## config.mk

```make
export PLATFORM = sky130hd
export DESIGN_NAME = adc_pattern_monitor
export DESIGN_NICKNAME = d
export VERILOG_FILES = /design/src/rtl/adc_pattern_monitor_pkg.sv /design/src/rtl/adc_pattern_monitor_prbs_next.sv /design/src/rtl/adc_pattern_monitor.sv
export SDC_FILE = /design/constraint.sdc
export NUM_CORES = 1
export LEC_CHECK = 0
export BUFFER_PORTS_ARGS = -buffer_cell sky130_fd_sc_hd__buf_4
export CORE_UTILIZATION = 55
export CTS_CLUSTER_SIZE = 14
export DETAILED_ROUTE_END_ITERATION = 10
export GPL_TIMING_DRIVEN = 0
export PLACE_DENSITY = 0.84
export SYNTH_ARGS = -nofsm -noshare
export SYNTH_HDL_FRONTEND = slang
export SYNTH_HIERARCHICAL = 1
export SYNTH_SLANG_ARGS = --single-unit
```

## constraint.sdc

```tcl
create_clock -name clk_i -period 19.8 [get_ports clk_i]
set_input_delay 3.96 -clock clk_i [delete_from_list [all_inputs] [get_ports clk_i]]
set_output_delay 3.96 -clock clk_i [all_outputs]
set_load 0.02 [all_outputs]
```

## src/rtl/adc_pattern_monitor_pkg.sv

```systemverilog
// Shared definitions for the ADC test-pattern monitor: pattern type codes,
// per-channel FSM states and PRBS polynomial constants.
package adc_pattern_monitor_pkg;

    localparam logic [3:0] TYP_ZERO   = 4'd0;
    localparam logic [3:0] TYP_ONES   = 4'd1;
    localparam logic [3:0] TYP_ALT    = 4'd4;
    localparam logic [3:0] TYP_PRBS23 = 4'd5;
    localparam logic [3:0] TYP_PRBS9  = 4'd6;
    localparam logic [3:0] TYP_TOGGLE = 4'd7;
    localparam logic [3:0] TYP_USER   = 4'd8;
    localparam logic [3:0] TYP_FIX    = 4'd9;
    localparam logic [3:0] TYP_SYNC   = 4'd10;

    typedef enum logic [1:0] {
        ST_IDLE  = 2'd0,
        ST_SEED  = 2'd1,
        ST_CHECK = 2'd2
    } mon_state_e;

    // x^23+x^18+1 and x^9+x^5+1: new bit = bit[n-K] ^ bit[n-TAP]
    localparam int PRBS23_K   = 23;
    localparam int PRBS23_TAP = 18;
    localparam int PRBS9_K    = 9;
    localparam int PRBS9_TAP  = 5;

    function automatic int h_words(input int k, input int dw);
        return (k + dw - 1) / dw;
    endfunction

    function automatic logic type_checked(input logic [3:0] t);
        case (t)
            TYP_ZERO, TYP_ONES, TYP_ALT, TYP_PRBS23, TYP_PRBS9,
            TYP_TOGGLE, TYP_USER, TYP_FIX, TYP_SYNC: return 1'b1;
            default: return 1'b0;
        endcase
    endfunction

endpackage

```

## src/rtl/adc_pattern_monitor_prbs_next.sv

```systemverilog
// Predicts the next DW PRBS bits from the last K received bits (bit 0 newest).
// The first predicted bit lands in word bit DW-1.
module prbs_next #(
    parameter int DW  = 12,
    parameter int K   = 23,
    parameter int TAP = 18
) (
    input  logic [K-1:0]  hist_i,
    output logic [DW-1:0] exp_o
);

    logic [K-1:0] st;
    logic         nb;

    always_comb begin
        st    = hist_i;
        nb    = 1'b0;
        exp_o = '0;
        for (int i = 0; i < DW; i++) begin
            nb             = st[K-1] ^ st[TAP-1];
            exp_o[DW-1-i]  = nb;
            st             = {st[K-2:0], nb};
        end
    end

endmodule

```

## src/rtl/adc_pattern_monitor.sv

```systemverilog
// Per-channel ADC test-pattern checker: 3-stage pipeline (sample, predict/compare,
// FSM + counters) with lock tracking, saturating error counters and sticky bit maps.
module adc_pattern_monitor
    import adc_pattern_monitor_pkg::*;
#(
    parameter int NCH    = 4,
    parameter int DW     = 12,
    parameter int CW     = 16,
    parameter int LOSS_N = 4
) (
    input  logic              clk_i,
    input  logic              reset_i,
    input  logic [NCH*DW-1:0] data_i,
    input  logic [3:0]        type_i,
    input  logic [DW-1:0]     pattern_i,
    input  logic              count_i,
    input  logic              clr_i,
    output logic [NCH*CW-1:0] cnt_o,
    output logic [NCH*DW-1:0] err_bits_o,
    output logic [NCH-1:0]    lock_o,
    output logic [NCH-1:0]    loss_o
);

    localparam int HK  = PRBS23_K;
    localparam int H23 = h_words(PRBS23_K, DW);
    localparam int H9  = h_words(PRBS9_K, DW);
    localparam int LW  = $clog2(LOSS_N + 1);

    function automatic logic [DW-1:0] alt_word();
        logic [DW-1:0] w;
        for (int i = 0; i < DW; i++) w[i] = (((DW - 1 - i) % 2) == 0);
        return w;
    endfunction

    localparam logic [DW-1:0] ALT_W  = alt_word();
    localparam logic [DW-1:0] SYNC_W = {DW{1'b1}} >> (DW - DW / 2);

    logic       v1_q, v2_q, pv_q;
    logic [3:0] typ1_q, typ2_q, ptyp_q;
    logic       cen1_q, cen2_q;
    logic       type_chg, chk2;
    logic [1:0] hneed2;

    // Type and count travel with the word so a type switch takes effect
    // exactly on the first word sampled under the new type.
    always_ff @(posedge clk_i or posedge reset_i) begin
        if (reset_i) begin
            v1_q   <= 1'b0;
            v2_q   <= 1'b0;
            pv_q   <= 1'b0;
            typ1_q <= '0;
            typ2_q <= '0;
            ptyp_q <= '0;
            cen1_q <= 1'b0;
            cen2_q <= 1'b0;
        end else begin
            v1_q   <= 1'b1;
            typ1_q <= type_i;
            cen1_q <= count_i;
            v2_q   <= v1_q;
            typ2_q <= typ1_q;
            cen2_q <= cen1_q;
            if (v2_q) begin
                pv_q   <= 1'b1;
                ptyp_q <= typ2_q;
            end
        end
    end

    assign type_chg = v2_q && pv_q && (typ2_q != ptyp_q);
    assign chk2     = type_checked(typ2_q);

    always_comb begin
        hneed2 = 2'd1;
        if (typ2_q == TYP_PRBS23)     hneed2 = 2'(H23);
        else if (typ2_q == TYP_PRBS9) hneed2 = 2'(H9);
    end

    for (genvar c = 0; c < NCH; c++) begin : g_ch
        logic [DW-1:0] data_q, xor_q, exp1, e23, e9, prev;
        logic [DW-1:0] err_q, err_d;
        logic [HK-1:0] hist_q;
        logic [CW-1:0] cnt_q, cnt_d;
        logic [LW-1:0] run_q, run_d;
        logic [1:0]    seed_q, seed_d;
        logic          loss_q, loss_d;
        mon_state_e    st_q, st_d;

        prbs_next #(.DW(DW), .K(PRBS23_K), .TAP(PRBS23_TAP)) u_prbs23 (
            .hist_i (hist_q[PRBS23_K-1:0]),
            .exp_o  (e23)
        );

        prbs_next #(.DW(DW), .K(PRBS9_K), .TAP(PRBS9_TAP)) u_prbs9 (
            .hist_i (hist_q[PRBS9_K-1:0]),
            .exp_o  (e9)
        );

        assign prev = hist_q[DW-1:0];

        always_comb begin
            exp1 = '0;
            case (typ1_q)
                TYP_ZERO:   exp1 = '0;
                TYP_ONES:   exp1 = '1;
                TYP_ALT:    exp1 = (prev == ALT_W) ? ~ALT_W : ALT_W;
                TYP_PRBS23: exp1 = e23;
                TYP_PRBS9:  exp1 = e9;
                TYP_TOGGLE: exp1 = (prev == '1) ? '0 : '1;
                TYP_USER:   exp1 = pattern_i;
                TYP_FIX:    exp1 = ALT_W;
                TYP_SYNC:   exp1 = SYNC_W;
                default:    exp1 = '0;
            endcase
        end

        always_ff @(posedge clk_i or posedge reset_i) begin
            if (reset_i) begin
                data_q <= '0;
                xor_q  <= '0;
                hist_q <= '0;
            end else begin
                data_q <= data_i[c*DW +: DW];
                if (v1_q) begin
                    xor_q  <= data_q ^ exp1;
                    hist_q <= {hist_q[HK-DW-1:0], data_q};
                end
            end
        end

        always_comb begin
            st_d   = st_q;
            seed_d = seed_q;
            run_d  = run_q;
            cnt_d  = cnt_q;
            err_d  = err_q;
            loss_d = loss_q;
            if (v2_q) begin
                if (type_chg || !chk2) begin
                    st_d   = chk2 ? ST_SEED : ST_IDLE;
                    seed_d = '0;
                    run_d  = '0;
                end else begin
                    case (st_q)
                        ST_IDLE: begin
                            st_d   = ST_SEED;
                            seed_d = '0;
                        end
                        ST_SEED: begin
                            if (seed_q + 2'd1 >= hneed2) begin
                                st_d   = ST_CHECK;
                                seed_d = '0;
                                run_d  = '0;
                            end else begin
                                seed_d = seed_q + 2'd1;
                            end
                        end
                        ST_CHECK: begin
                            if (|xor_q) begin
                                err_d = err_q | xor_q;
                                if (cen2_q && (cnt_q != '1)) cnt_d = cnt_q + 1'b1;
                                if (run_q == LW'(LOSS_N - 1)) begin
                                    st_d   = ST_SEED;
                                    loss_d = 1'b1;
                                    run_d  = '0;
                                end else begin
                                    run_d = run_q + 1'b1;
                                end
                            end else begin
                                run_d = '0;
                            end
                        end
                        default: st_d = ST_SEED;
                    endcase
                end
            end
            if (clr_i) begin
                cnt_d  = '0;
                err_d  = '0;
                loss_d = 1'b0;
            end
        end

        always_ff @(posedge clk_i or posedge reset_i) begin
            if (reset_i) begin
                st_q   <= ST_SEED;
                seed_q <= '0;
                run_q  <= '0;
                cnt_q  <= '0;
                err_q  <= '0;
                loss_q <= 1'b0;
            end else begin
                st_q   <= st_d;
                seed_q <= seed_d;
                run_q  <= run_d;
                cnt_q  <= cnt_d;
                err_q  <= err_d;
                loss_q <= loss_d;
            end
        end

        assign cnt_o[c*CW +: CW]      = cnt_q;
        assign err_bits_o[c*DW +: DW] = err_q;
        assign lock_o[c]              = (st_q == ST_CHECK);
        assign loss_o[c]              = loss_q;
    end

endmodule

```

==> results.txt, run 1 <==
----------------------------------------------------
[Critical path]
  Delay contributed by the slowest stage of the critical path ... between 500 and 600 ps
  Cell family with most CP delay ... flip-flops
  Worst setup SP type ... flop
  Peak fanout along the critical path ... 7
  Required time worst endpoint ... 15,840 ps
  CP bufs+invs ... 2
  Critical Path End Type ... output pin
  Critical path start-end classification ... reg -> out
  Master of the slowest instance on the critical path ... dfstp_2
  Arrival @ worst endpoint ... 1700 ps
  Critical Path, Cell by Cell ... nand2b_1 -> inv_1 -> buf_4

[Timing]
  Finish-stage setup viols ... 0
  Worst slew margin ... 0.0990
  Final WS setup ... between 10,000 and 15,000 ps
  Unrepaired setup endpoints after global routing ... no
  Final worst clock skew ... ~23 ps
  Minimum clock period after layout ... ~5700 ps
  Worst hold margin ... 350 ps
  Final worst path period share ... 0.286
  Max Freq ... 177 MHz
  Number of failing hold endpoints at the final stage ... 0
  Final Max Tran Viols ... 0
  Worst-Margin Slew ... 1340 ps
  Setup TNS ... 0 ps

[Global route]
  Antenna violations before repair ... 0
  Number of global-route vias before repair ... around 14k
  Sum of overflow across all layers after global routing ... 0
  Pin count of the biggest net entering global routing ... 132
  Wire length of the first global-routing pass ... around 79,000 um
  Total Routing Usage GR ... 0.306

[Clock network]
  Post_cts resized ... 0
  Clock Sink Count ... approximately 350
  Reg clk slew, reported paths ... 60 ps
  Clock root buffer master ... clkbuf_16
  Hold-fix buffers, CTS ... 0
  TritonCTS clock tree ... built
  Clock network latency to the later pin of the worst-skew pair ... between 500 and 600 ps
  Post CTS Setup Buffer Count ... 0
  Bufs on Longest Clock Path ... 3
  Number of buffers created by CTS ... 38
  Htree depth ... 2

[Floorplanning]
  Total die area ... 32,500 um^2
  I/O Pins ... roughly 190
  Vert. Die Dim ... 180 um
  Floorplan die width ... about 180 um
  Core region area ... between 30,000 and 40,000 um^2
  Initial cell density of the core ... 0.565
  Total number of placement rows ... 64

[Detailed routing]
  DRC errors left ... 0
  Routed len/inst ... about 22 um
  Number of vias per cell ... ~6.5
  Number of iterations in the first detailed-routing pass ... 8
  Post-Route WL ... around 50,000 um
  Drt first-iter violations ... between 1k and 1.5k
  Overall via count from detail_route ... 14.6k
  Residual antenna-violating net count after detailed routing ... 0

[Synthesis]
  Fraction of the yosys area taken by sequential cells ... 0.501
  Predominant post-synthesis flop cell ... dfrtp_1
  Mean instance size in the synthesized netlist ... between 10 and 15 um^2
  Fraction of registers with async set/reset ... 1.00
  Synth Instances ... roughly 1.6k
  Synth area leader ... dfrtp_1
  Cell area after synthesis ... 17,500 um^2
  Count of state elements after synthesis ... 349
  Synth warn ... 6
  Biggest area contributors in the synthesized netlist ... dfrtp_1 49%, mux2_2 6.9%, xor2_1 3.9%, nand2_1 3.3%, xor3_1 3.3%
  Net count of the mapped netlist ... between 1.5k and 2k
  Count of cell types in the netlist ... 68
  Share of the synthesized area in the top cell type ... 0.495
  Post-synth EDFFs ... 0

[Pwr]
  Worst vdd ir ... about 0.065 mV
  Leak ... about 9 nW
  Overall power of the completed layout ... 1.77 mW
  PwrDens ... 85.9 nW/um^2

[Place]
  Place WS ... roughly 14,000 ps
  Routability congestion estimate ... between 0.9 and 1
  Port buffer count ... 186
  Placed Cells incl. Taps ... approximately 2.2k
  HPWL after DPL ... 35,600 um
  Post-Place Cell Area ... 19,400 um^2

[Finish]
  Filler-free cell count of the finished design ... 2,252
  Summed area of non-filler cells in the final layout ... 20,700 um^2
  Area growth from synthesis to layout ... 18.3%
  Final core utilization ... 0.668
  Filler cell count in the final layout ... between 2k and 2.5k
  Share of cells above drive strength 1 ... 0.214
  Ant. Diodes ... 0
  Most common library cell in the layout ignoring fill and taps ... dfrtp_1
  Commonest cells after routing, fill and taps aside ... 345 x dfrtp_1, 198 x buf_4, 152 x nand2_1
  Net count of the finished layout ... 1,914

[Outcome]
  Result of the run ... finished, final reports clean

[Flow run]
  Number of max-capacitance violations reported ... 0

[Min path]
  Class of the worst hold path ... reg -> reg

----------------------------------------------------
-- logic make-up after synthesis --
kind of cell,synth area share
buffers and inverters,0.0314
flip-flops,0.501
XOR/XNOR,0.0733
adder cells (fa/ha/maj),0.0109
multiplexers,0.0851
AO/OA/AOI/OAI,0.149
other,0.000215
AND/OR/NAND/NOR,0.149
-- sequential cells by signal, summed over array words and instances, names as in the netlist, 8 cells and up --
| name | cells |
|---|---|
| g_ch.hist_q | 92 |
| g_ch.err_q | 48 |
| g_ch.st_q | 8 |
| g_ch.seed_q | 8 |
| g_ch.xor_q | 48 |
| g_ch.run_q | 12 |
| g_ch.cnt_q | 64 |
| g_ch.data_q | 48 |
-- cell type report --
class | instances | area, um^2 | area share
Clock inverter | 11 | 165 | 0.00800
Tap cell | 396 | 495 | 0.0240
Buffer | 110 | 469 | 0.0227
Multi-Input combinational cell | 1125 | 8170 | 0.396
Sequential cell | 349 | 8740 | 0.423
Inverter | 21 | 86.3 | 0.00418
Clock buffer | 51 | 1070 | 0.0519
Timing Repair Buffer | 189 | 1460 | 0.0705
-- power breakdown --
part           switching (mW)  internal (mW)
logic                   0.120          0.114
registers              0.0666          0.764
clock network           0.281          0.430
total                   0.467           1.31
-- final timing paths --
check,start,end,slack (ps),depth (start not counted)
worst max-delay path,g_ch[2].st_q[0],lock_o[2],14140,3
worst min-delay path,cen1_q,cen2_q,350,0
worst max register to register,typ2_q[1],g_ch[1].err_q[8],16480,7
worst min register to register,cen1_q,cen2_q,350,0
max in group asynchronous,reset_i,g_ch[2].data_q[4],15130,3
min in group asynchronous,reset_i,g_ch[3].err_q[2],3580,2
-- synth_stat cells (all sizes together) (21+ instances only) --
library cell	instances
o31ai	70
nand4	33
mux2	107
inv	21
xor3	24
a21oi	70
or4	42
mux2i	28
nor3	52
xor2	78
buf	22
nor2	54
nand3	30
a22oi	44
nand2	152
clkbuf	88
o21ai	44
o21a	50
dfrtp	345
a22o	24
nor4	26
-- routing by layer --
layer  vias to the layer above  wire [um]  global-route usage
met3                       148       4500              0.0556
met2                       816      24100               0.501
li1                       6431          -                   -
met1                      7224      19600               0.403
met5                         -          0                   0
met4                         0       2120               0.126
No activity file was read; power rests on OpenSTA's default activity.
==> run 2, diff against run 1 <==
--- a/config.mk
+++ b/config.mk
@@ -6,11 +6,11 @@
 export NUM_CORES = 1
 export LEC_CHECK = 0
 export BUFFER_PORTS_ARGS = -buffer_cell sky130_fd_sc_hd__buf_4
-export CORE_UTILIZATION = 55
+export CORE_UTILIZATION = 54
 export CTS_CLUSTER_SIZE = 14
 export DETAILED_ROUTE_END_ITERATION = 10
 export GPL_TIMING_DRIVEN = 0
-export PLACE_DENSITY = 0.84
+export PLACE_DENSITY = 0.86
 export SYNTH_ARGS = -nofsm -noshare
 export SYNTH_HDL_FRONTEND = slang
 export SYNTH_HIERARCHICAL = 1
==> constraint.sdc (replaced) <==
create_clock -name clk_i -period 4.6 [get_ports clk_i]
set_input_delay 0.92 -clock clk_i [delete_from_list [all_inputs] [get_ports clk_i]]
set_output_delay 0.92 -clock clk_i [all_outputs]
set_load 0.02 [all_outputs]
==> run 2 against run 1 <==
Cell count rose by 0.89%. Critical path depth rose by 5. Non-clock buffer count rose by 9. Final area rose by 1.3%. Hold slack improved by 3.8 ps. Flip-flop and latch count did not move. Worst setup slack got worse by 13000 ps. Die area rose by 1.8%.
==> results.txt, run 2 (synthesized netlist as in run 1, its figures left out) <==
----------------------------------------------------
[Pwr]
  Relative contribution of the clock network to total power ... 0.419 (was 0.400)
  Internal power ... 5.84 mW (was 1.31 mW)
  Switching Fraction ... 0.262 (was 0.263)
  Share of total power in combinational logic ... 0.129 (was 0.132)
  Worst vdd ir ... 0.319 mV (was 0.0651 mV)
  Share of power burned in registers ... 0.452 (was 0.468)
  Leak ... 9.31 nW (was 9.20 nW)
  PwrDens ... 378 nW/um^2 (was 85.9 nW/um^2)
  Switch Pwr ... 2.07 mW (was 0.467 mW)

[Global route]
  Number of global-route vias before repair ... 14.5k (was 14.4k)
  Sum of overflow across all layers after global routing ... 0 (unchanged)
  Wire length of the first global-routing pass ... 80,100 um (was 78,700 um)
  Total Routing Usage GR ... 0.309 (was 0.306)
  Antenna violations before repair ... 0 (unchanged)
  Pin count of the biggest net entering global routing ... 45 (was 132)

[Critical path]
  Delay contributed by the slowest stage of the critical path ... 580 ps (was 570 ps)
  Cell family with most CP delay ... buffers and inverters (was flip-flops)
  Critical path start-end classification ... reg -> reg (was reg -> out)
  Peak fanout along the critical path ... 10 (was 7)
  Startpoint of the worst-slack reg-to-reg timing path ... typ1_q[1] (was typ2_q[1])
  Critical Path End Type ... flop (was output pin)
  Required time worst endpoint ... 5020 ps (was 15,840 ps)
  CP bufs+invs ... 3 (was 2)
  Cell repeated most along the worst path ... clkbuf_1
  Worst-case reg-to-reg path depth ... 8 (was 7)
  Critical register-to-register path endpoint ... g_ch[2].xor_q[1] (was g_ch[1].err_q[8])
  Worst setup SP type ... flop (unchanged)
  Arrival @ worst endpoint ... 3650 ps (was 1700 ps)
  Master of the slowest instance on the critical path ... clkbuf_1 (was dfstp_2)
  Critical Path, Cell by Cell ... clkbuf_1 -> nor4bb_1 -> clkbuf_1 -> clkbuf_1 -> nand2_1 -> nand4b_1 -> mux2i_1 -> a211o_1 (was nand2b_1 -> inv_1 -> buf_4)
  Register-to-register setup slack ... 1380 ps (was 16,480 ps)

[Detailed routing]
  Number of iterations in the first detailed-routing pass ... 6 (was 8)
  Routed len/inst ... 22.3 um (about the same)
  Residual antenna-violating net count after detailed routing ... 0 (unchanged)
  DRC errors left ... 0 (unchanged)
  Drt first-iter violations ... 1,580 (was 1,473)
  Overall via count from detail_route ... 14.8k (was 14.6k)
  Post-Route WL ... 50,700 um (was 50,300 um)
  Number of vias per cell ... 6.53 (was 6.49)

[Finish]
  Ant. Diodes ... 0 (unchanged)
  Area growth from synthesis to layout ... 19.8% (was 18.3%)
  Max FFs per register ... 92 (unchanged)
  Summed area of non-filler cells in the final layout ... 20,900 um^2 (was 20,700 um^2)
  Largest registers ranked by flip-flop count ... g_ch.hist_q x92, g_ch.cnt_q x64 (unchanged)
  Filler cell count in the final layout ... 2,267 (was 2,290)
  Multi-input combinational cell area ... 8170 um^2 (unchanged)
  Net count of the finished layout ... 1,922 (was 1,914)
  Most common library cell in the layout ignoring fill and taps ... dfrtp_1 (unchanged)
  Share of cells above drive strength 1 ... 0.220 (was 0.214)
  Area used by sequential logic in the layout ... 8740 um^2 (unchanged)
  Commonest cells after routing, fill and taps aside ... 345 x dfrtp_1, 198 x buf_4, 152 x nand2_1 (unchanged)
  Largest register by flop count ... g_ch.hist_q (unchanged)
  Final core utilization ... 0.659 (was 0.668)

[Timing]
  Worst-Margin Slew ... 1380 ps (was 1340 ps)
  Unrepaired setup endpoints after global routing ... no (unchanged)
  Final worst path period share ... 0.701
  Final worst clock skew ... 23.2 ps (was 22.6 ps)
  Finish-stage setup viols ... 0 (unchanged)
  Minimum clock period after layout ... approximately 3200 ps
  Final Max Tran Viols ... 0 (unchanged)
  Number of failing hold endpoints at the final stage ... 0 (unchanged)
  Worst slew margin ... 0.0695 (was 0.0990)
  Max Freq ... slightly above 300 MHz

[Floorplanning]
  Total die area ... 33,100 um^2 (was 32,500 um^2)
  Vert. Die Dim ... 182 um (was 180 um)
  Initial cell density of the core ... 0.550 (was 0.565)
  Floorplan die width ... 182 um (was 180 um)
  Total number of placement rows ... 65 (was 64)
  Core region area ... 31,700 um^2 (was 30,900 um^2)
  I/O Pins ... 188 (unchanged)

[Clock network]
  Bufs on Longest Clock Path ... 3 (unchanged)
  Clock network latency to the later pin of the worst-skew pair ... 540 ps (was 530 ps)
  Clock Sink Count ... 349 (unchanged)
  Number of buffers created by CTS ... 37 (was 38)
  Hold-fix buffers, CTS ... 0 (unchanged)
  Reg clk slew, reported paths ... 60 ps (about the same)
  Clock root buffer master ... clkbuf_16 (unchanged)
  Htree depth ... 2 (unchanged)
  Post CTS Setup Buffer Count ... 0 (unchanged)
  Post_cts resized ... 0 (unchanged)
  TritonCTS clock tree ... built (unchanged)

[Min path]
  Class of the worst hold path ... reg -> reg (unchanged)
  Endpoint of the worst hold-timing path ... cen2_q (unchanged)
  Worst hold stages ... 0 (unchanged)
  Min-delay src ... cen1_q (unchanged)

[Place]
  Routability congestion estimate ... 0.943 (was 0.957)
  HPWL after DPL ... 36,300 um (was 35,600 um)
  Post-Place Cell Area ... 19,600 um^2 (was 19,400 um^2)
  Port buffer count ... 186 (unchanged)

[Flow run]
  Number of max-capacitance violations reported ... 0 (unchanged)

[Outcome]
  Result of the run ... finished, final reports clean (unchanged)

----------------------------------------------------
[run 2: cell types whose count changed in the layout (fill, tap and decap cells not counted), moves of 2 or more]
cell | previous run | this run
buf_16 | 2 | 0
bufinv_16 | 4 | 8
clkinvlp_4 | 1 | 3
buf_12 | 0 | 9
buf_2 | 6 | 8
[run 2: worst max path at each step]
stage               startpoint                end  slack [ps]  cells after the start
finish               typ1_q[1]   g_ch[2].xor_q[1]        1380                      8
detailed placement   typ2_q[1]   g_ch[1].err_q[0]        1510                      7
global placement       reset_i  g_ch[1].data_q[4]       -2800                      2
global route         typ1_q[1]   g_ch[2].xor_q[2]        1270                      8
CTS                  typ2_q[1]  g_ch[1].err_q[11]        1520                      7
floorplan              reset_i             cen1_q        -990                      1
[run 2: per-layer routing]
metal	routed length [um]	global-route usage
met1	19300	0.402
met2	24000	0.503
met3	4850	0.0523
met4	2540	0.153
met5	0	0
[run 2: power by group through the flow]
stage | logic [mW] | registers [mW] | clock network, mW
after floorplan | 0.735 | 3.52 | 0
after global placement | 0.942 | 3.60 | 0
after detailed placement | 0.997 | 3.61 | 0
after CTS | 1.01 | 3.56 | 3.35
after global routing | 1.11 | 3.59 | 3.48
final | 1.02 | 3.57 | 3.31
[run 2: stage by stage]
step	std cells	setup WS (ps)	setup TNS [ps]	hold WS, ps	total power [mW]
2_1_floorplan	1605	-989	-341260	331	4.26
3_3_place_gp	2193	-2800	-958160	335	4.55
3_5_place_dp	2205	1510	0	345	4.61
4_1_cts	2272	1520	0	358	7.92
5_1_grt	2272	1270	0	366	8.18
6_report	2272	1380	0	354	7.91
[run 2: final cells by class]
cell class / instances / share of cell area
timing repair buffer: 198 / 0.0761
multi-input combinational: 1125 / 0.391
clock inverter: 18 / 0.0157
clock buffer: 49 / 0.0493
inverter: 21 / 0.00395
tap: 402 / 0.0240
sequential: 349 / 0.418
buffer: 110 / 0.0224
